File: src/rtl/seq_detect_sched.sv
// Serial 4-bit pattern detector: accepts 8-bit words, shifts them MSB first through a
// persistent history and reports the per-word match count plus a saturating total.
module seq_detect_sched (
  input  logic        clk,
  input  logic        rstn,
  input  logic        clr,
  input  logic        cfg_we,
  input  logic [3:0]  cfg_pattern,
  input  logic        s_valid,
  output logic        s_ready,
  input  logic [7:0]  s_data,
  output logic        m_valid,
  input  logic        m_ready,
  output logic [3:0]  m_hits,
  output logic [15:0] total_hits,
  output logic        busy
);

  typedef enum logic [1:0] {
    StIdle   = 2'b00,
    StShift  = 2'b01,
    StReport = 2'b10
  } state_e;

  state_e      state_q, state_d;
  logic [3:0]  pattern_q, pattern_d;
  logic [3:0]  hist_q, hist_d;
  logic [2:0]  hcnt_q, hcnt_d;
  logic [7:0]  data_q, data_d;
  logic [2:0]  idx_q, idx_d;
  logic [3:0]  m_hits_q, m_hits_d;
  logic [15:0] total_q, total_d;

  logic       bit_in;
  logic [3:0] hist_upd;
  logic [2:0] hcnt_upd;
  logic       match;

  // History update for the bit currently being shifted out of the captured word.
  always_comb begin
    bit_in   = data_q[idx_q];
    hist_upd = {hist_q[2:0], bit_in};
    hcnt_upd = (hcnt_q >= 3'd4) ? 3'd4 : hcnt_q + 3'd1;
    match    = (hist_upd == pattern_q) && (hcnt_upd == 3'd4);
  end

  always_comb begin
    state_d   = state_q;
    pattern_d = pattern_q;
    hist_d    = hist_q;
    hcnt_d    = hcnt_q;
    data_d    = data_q;
    idx_d     = idx_q;
    m_hits_d  = m_hits_q;
    total_d   = total_q;

    if (clr) begin
      // Pattern survives clr; everything else, including an in-flight word, is dropped.
      state_d  = StIdle;
      hist_d   = 4'd0;
      hcnt_d   = 3'd0;
      m_hits_d = 4'd0;
      total_d  = 16'd0;
    end else begin
      case (state_q)
        StIdle: begin
          if (cfg_we) begin
            pattern_d = cfg_pattern;
          end
          if (s_valid) begin
            data_d   = s_data;
            idx_d    = 3'd7;
            m_hits_d = 4'd0;
            state_d  = StShift;
          end
        end
        StShift: begin
          hist_d = hist_upd;
          hcnt_d = hcnt_upd;
          if (match) begin
            m_hits_d = m_hits_q + 4'd1;
            total_d  = (total_q == 16'hFFFF) ? total_q : total_q + 16'd1;
          end
          if (idx_q == 3'd0) begin
            state_d = StReport;
          end else begin
            idx_d = idx_q - 3'd1;
          end
        end
        StReport: begin
          if (m_ready) begin
            state_d = StIdle;
          end
        end
        default: begin
          state_d = StIdle;
        end
      endcase
    end
  end

  always_ff @(posedge clk or negedge rstn) begin
    if (!rstn) begin
      state_q   <= StIdle;
      pattern_q <= 4'b0110;
      hist_q    <= 4'd0;
      hcnt_q    <= 3'd0;
      data_q    <= 8'd0;
      idx_q     <= 3'd0;
      m_hits_q  <= 4'd0;
      total_q   <= 16'd0;
    end else begin
      state_q   <= state_d;
      pattern_q <= pattern_d;
      hist_q    <= hist_d;
      hcnt_q    <= hcnt_d;
      data_q    <= data_d;
      idx_q     <= idx_d;
      m_hits_q  <= m_hits_d;
      total_q   <= total_d;
    end
  end

  // Handshake/status outputs decode directly from the state register.
  assign s_ready    = (state_q == StIdle);
  assign m_valid    = (state_q == StReport);
  assign busy       = (state_q != StIdle);
  assign m_hits     = m_hits_q;
  assign total_hits = total_q;

endmodule

File: config.mk
export PLATFORM = sky130hd
export DESIGN_NAME = seq_detect_sched
export DESIGN_NICKNAME = d
export VERILOG_FILES = /design/src/rtl/seq_detect_sched.sv
export SDC_FILE = /design/constraint.sdc
export NUM_CORES = 1
export LEC_CHECK = 0
export BUFFER_PORTS_ARGS = -buffer_cell sky130_fd_sc_hd__buf_2
export CORE_MARGIN = 5
export CORE_UTILIZATION = 45
export DETAILED_ROUTE_END_ITERATION = 6
export PLACE_DENSITY = 0.67
export SLEW_MARGIN = 10
export SYNTH_ARGS = -nofsm -noshare
export SYNTH_HDL_FRONTEND = slang
export SYNTH_SLANG_ARGS = --single-unit
File: constraint.sdc
create_clock -name clk -period 3.3 [get_ports clk]
set_clock_uncertainty 0.1 [all_clocks]
set_input_delay 0.33 -clock clk [delete_from_list [all_inputs] [get_ports clk]]
set_output_delay 0.33 -clock clk [all_outputs]
set_load 0.005 [all_outputs]
# [After elaboration in Yosys (flattened, before gate mapping)]
# Cells that the tools add are included.
[word_totals] wordCells=64 in_bits=18 out_inout_bits=23 regBits=43
[classes] reduce_logical=14 order_cmp=2 muxes=23 bitwise_logic=1 n_eq_ne=12 add_sub_neg=4
[ops] cell="two-way mux 16 bit" count=4
[ops] cell="two-way mux 3 bit" count=7
[ops] cell="adder 16 x 1 -> 16 bit (second input constant)" count=1
[ops] cell="equality test 16 bit (second input constant)" count=1
[ops] cell="AND reduction 3 bit" count=5
[ops] cell="two-way mux 4 bit" count=3
[ops] cell="inequality test 3 bit (second input constant)" count=3
[ops] cell="two-way mux 2 bit" count=4
[ops] cell="case mux 4 bit (2 select lines)" count=1
[ops] cell="nonzero test 2 bit" count=4
[ops] cell="inequality test 2 bit (second input constant)" count=3
[ops] cell="case mux 2 bit (3 select lines)" count=1
[ops] cell="case mux 3 bit (2 select lines)" count=1
[ops] cell="adder 4 x 1 -> 4 bit (second input constant)" count=1
[ops] cell="equality test 4 bit" count=1
[ops] cell="less-than comparator 3 x 4 -> 1 bit (second input constant)" count=1
[ops] cell="AND reduction 4 bit" count=1
[ops] cell="adder 3 x 1 -> 3 bit (second input constant)" count=1
[ops] cell="binary-select mux 1 bit (select 3 bit)" count=1
[ops] cell="equality test 3 bit (second input constant)" count=1
[ops] cell=">= comparator 3 bit (second input constant)" count=1
[ops] cell="zero test 3 bit" count=1
[ops] cell="inequality test 3 x 2 -> 1 bit (second input constant)" count=1
[ops] cell="nonzero test 3 bit" count=1
[ops] cell="7 further kinds" count=7

# [Logic depth before layout (Yosys ltp)]
[depth] word_depth=7 depth_mapped=7 mapped_depth_nobuf=7

# [Worst setup path before layout]
# No wires, ideal clock.
[synth_timing] path_type="register to register" start="register idx_q[0]" end="register total_q[12], in the netlist total_hits[12]" setup_slack_ns=1.012 path_stages_with_launch=7 n_path_buf=1 synth_period_minus_slack_ns=2.288 t_arrival_ns=2.063 required_time_ns=3.075 setup_ns=0.125 cell_sequence="dfrtp_1 -> mux4_1 -> mux2i_4 -> xnor2_2 -> buf_2 -> nor4_1 -> mux2_2"
[synth_via] elab_chain_cells=6
[synth_lines] item="start, declared" line="30" text="logic [2:0] idx_q, idx_d;"
[synth_lines] item="start signal, assigned" line="118" text="idx_q <= idx_d;"
[synth_lines] item="binary-select mux 1 bit (select 3 bit)" line="41" text="bit_in = data_q[idx_q];"
[synth_lines] item="two-way mux 1 bit (implied by the code)" line="41"
[synth_lines] item="equality test 4 bit" line="44" text="match = (hist_upd == pattern_q) && (hcnt_upd == 3'd4);"
[synth_lines] item="logical AND 1 bit" line="44"
[synth_lines] item="nonzero test 2 bit (no source line)"
[synth_lines] item="AND reduction 3 bit (no source line)"
[synth_lines] item="end signal, assigned" line="120" text="total_q <= total_d;"
[synth_lines] item="end, declared" line="32" text="logic [15:0] total_q, total_d;"
# Every way passes these cells. The select of a mux whose other input is x is not followed.
# A chain may end at the register's enable or synchronous reset.

# [Worst setup path in the final report]
[layout_timing] start="register idx_q[0]" end="register total_q[4], in the netlist total_hits[4]"
# Same word-level chain as after synthesis.

==> reports/qor_table.md <==
| Item | Reported |
| --- | --- |
| Clock sink total | 43 |
| Count of endpoints failing setup in the final report | 0 |
| Leakage power summed over all cells | 0.00116 uW |
| Power per Cell Area | 445 nW/um^2 |
| Summed negative setup slack over all endpoints | 0 ps |
| Arrival time at the worst endpoint | 2780 ps |
| Critical Path RT | 3420 ps |
| Number of hold violations in the final report | 0 |
| Skew-Pair Late Insertion Delay | 300 ps |
| Worst reg2reg setup slack | 640 ps |
| Proportion of layout cells with a drive suffix above 1 | 0.272 |
| Area of the core | 5010 sq um |
| Aggregate global-route resource usage | 0.155 |
| Die outline area | 6610 sq um |
| Initial antenna violation count | 0 |
| Worst setup EP type | flip-flop |
| Total via count after detailed routing | 1817 |
| Remaining antenna violation count | 0 |
| FF+latch count, synth | 43 |
| Worst Hold Class | in2async |
| Post-placement setup slack | 642 ps |
| Detailed-routing iteration count for the pre-antenna-repair pass | 4 |
| Total CTS buffers | 5 |
| Placement Rows | 26 |
| Peak supply drop | 252 uV |
| Final worst path period share | 0.806 |
| Setup crit start kind | flip-flop |
| Combined buffer and inverter count along the critical path | 1 |
| Number of design-rule violations left by the first detailed-router iteration | 127 |
| Part of the Yosys area used for sequential elements | 0.471 |
| First element of the critical path | idx_q[0]$_DFFE_PN0P_ |
| Capturing point of the worst reg2reg path | total_hits[4]$_DFFE_PN0P_ |
| Category of cells accounting for the largest share of critical-path delay | multiplexers |
| Outcome | finished, final reports clean |
| Maximum achievable frequency | 0.376 GHz |
| Clock tree from TritonCTS | done |
| Total length of routed wires | 4730 microns |
| Minimum hold slack | 83.4 ps |
| # nets final | 280 |
| Cell area after synthesis | 2290 sq um |
| Number of enable-type register cells in the synthesized netlist | 0 |
| Commonest non-fill, non-tap cell in the layout | dfrtp_1 |
| Routed wire length per instance | 14.5 microns |
| Start of the worst register-to-register path | idx_q[0]$_DFFE_PN0P_ |
| List of cells traversed by the critical path | mux4_1 > mux2i_4 > xnor2_2 > buf_4 > or4_1 > a21oi_1 |
| DRC violation count after routing | 0 |
| Die extent in y | 81.3 microns |
| Post-synthesis instance total | 219 |
| Antenna cell count | 0 |
| Worst setup slack after layout | 641 ps |
| Drt via density | 5.56 |
| CTS Root Buffer Type | clkbuf_8 |
| Layout area overhead | 14.7% |
| Number of placed I/O pins | 41 |
| Largest net degree at the start of global routing | 44 |
| Hpwl dp | 3270 microns |
| Net count after synthesis | 243 |
| Number of distinct library cells after synthesis | 41 |
| Clock input transition at the sequential cells of the worst setup and hold paths | 80 ps |
| Maximum fanout along the worst path | 27 |
| RD Place Congestion | 0.789 |
| Commonest cells after routing, fill and taps aside | dfrtp_1, buf_2, a21oi_1 |
| Number of global-route vias before repair | 1716 |
| H-tree depth reported by CTS | 2 |
| Unrepaired setup endpoints after global routing | no |
| Maximum clock path buffer count | 2 |
| Warnings from Yosys | 0 |
| Post-CTS Resized | 0 |
| Fin. max-slew vios | 0 |
| Measured slew at the worst slew-check pin | 1080 ps |
| Slowest stage cell, crit path | mux4_1 |
| Starting utilization of the core area | 0.457 |
| Post-CTS Setup Bufs | 0 |
| I/O Buffers | 40 |
| Startpoint-to-endpoint class of the critical path | reg2reg |
| Number of max-capacitance violations reported | 0 |
| Die X-Extent | 81.3 microns |
| Rel. slew slack | 0.280 |
| Hold_buf cts | 0 |
| Highest cell delay on the worst timing path | 610 ps |
| Fraction of registers with async set/reset | 1.00 |
| Global-route wire length before repair | 7980 microns |
| Total global routing overflow | 0 |
| Per-instance average area after synthesis | 10.4 sq um |
| Shortest clock period the worst path allows after layout | 2660 ps |
| Worst Reg2Reg Path Length in Cells | 6 |
| Main synth FF type | dfrtp_1 |
area by class of cell:
type	count	area [sq um]
fill	500	2380
clock inverter	2	12.5
multi-input combinational	156	1130
timing repair buffer	41	208
sequential	43	1080
tap	70	87.6
inverter	9	33.8
clock buffer	6	72.6
worst max path at each step:
| stage | to | slack (ps) | depth (start not counted) |
|---|---|---|---|
| after floorplan | total_hits[12]$_DFFE_PN0P_ | 1010 | 6 |
| after global placement | total_hits[4]$_DFFE_PN0P_ | 660 | 6 |
| after detailed placement | total_hits[3]$_DFFE_PN0P_ | 640 | 6 |
| after CTS | total_hits[4]$_DFFE_PN0P_ | 620 | 6 |
| after global routing | total_hits[15]$_DFFE_PN0P_ | 470 | 5 |
| final | total_hits[4]$_DFFE_PN0P_ | 640 | 6 |
Yosys cell counts, types with 2 or more instances:
cell type / instances / area (sq um)
nor4_1: 3 / 18.8
nor3_1: 4 / 20.0
clkbuf_1: 9 / 33.8
a21oi_1: 20 / 100
mux4_1: 2 / 52.6
buf_2: 2 / 10.0
inv_1: 9 / 33.8
o21ai_0: 3 / 15.0
a22oi_1: 2 / 15.0
xor2_1: 4 / 35.0
mux2_2: 16 / 180
ha_1: 6 / 75.1
nand2_1: 13 / 48.8
nand2b_1: 2 / 12.5
o211ai_1: 4 / 30.0
dfstp_2: 2 / 52.6
nor2b_1: 6 / 37.5
or3_1: 2 / 12.5
or4_1: 12 / 90.1
nand3_1: 9 / 45.0
nor2_1: 12 / 45.0
o31ai_1: 11 / 82.6
dfrtp_1: 41 / 1030
and4_1: 3 / 26.3
nand4_1: 4 / 25.0
and2_1: 3 / 18.8
metal layers:
| metal | share of wire | track usage | wire length, microns | vias up |
|---|---|---|---|---|
| li1 | - | - | - | 876 |
| met1 | 0.47 | 0.202 | 2230 | 899 |
| met2 | 0.47 | 0.244 | 2210 | 35 |
| met3 | 0.048 | 0.0443 | 229 | 7 |
| met4 | 0.013 | 0.0557 | 63 | 0 |
| met5 | 0 | 0 | 0 | - |
through the flow:
step	util	cells	total power (uW)	area [sq um]
after global routing	0.524	327	1240	2630
after global placement	0.507	319	841	2540
final	0.524	327	1170	2630
after floorplan	-	219	784	2290
after CTS	0.524	327	1190	2630
after detailed placement	0.507	319	847	2540
cell families (layout without fill, tap and decap cells):
family                     Yosys count  after routing  share of synthesized area
muxes                               20             20                      0.116
DFF                                 43             43                      0.471
and+or+nand+nor                     79             79                      0.195
AOI/OAI and AO/OA                   46             46                      0.129
xor gates and xnor gates             5              5                     0.0224
buffers and inverters               20             58                     0.0339
adders and majority gates            6              6                     0.0328
registers in the layout, indices dropped and copies added (netlist names):
register and count:
total_hits 16, data_q 8, m_hits 4, pattern_q 4, hcnt_q 3, hist_q 3
idx_q 3, state_q 2
power breakdown:
part | switching [uW] | internal, uW
Sequential | 29.1 | 570
Combinational | 140 | 93.0
Clock | 188 | 148
No activity file was read; power rests on OpenSTA's default activity.
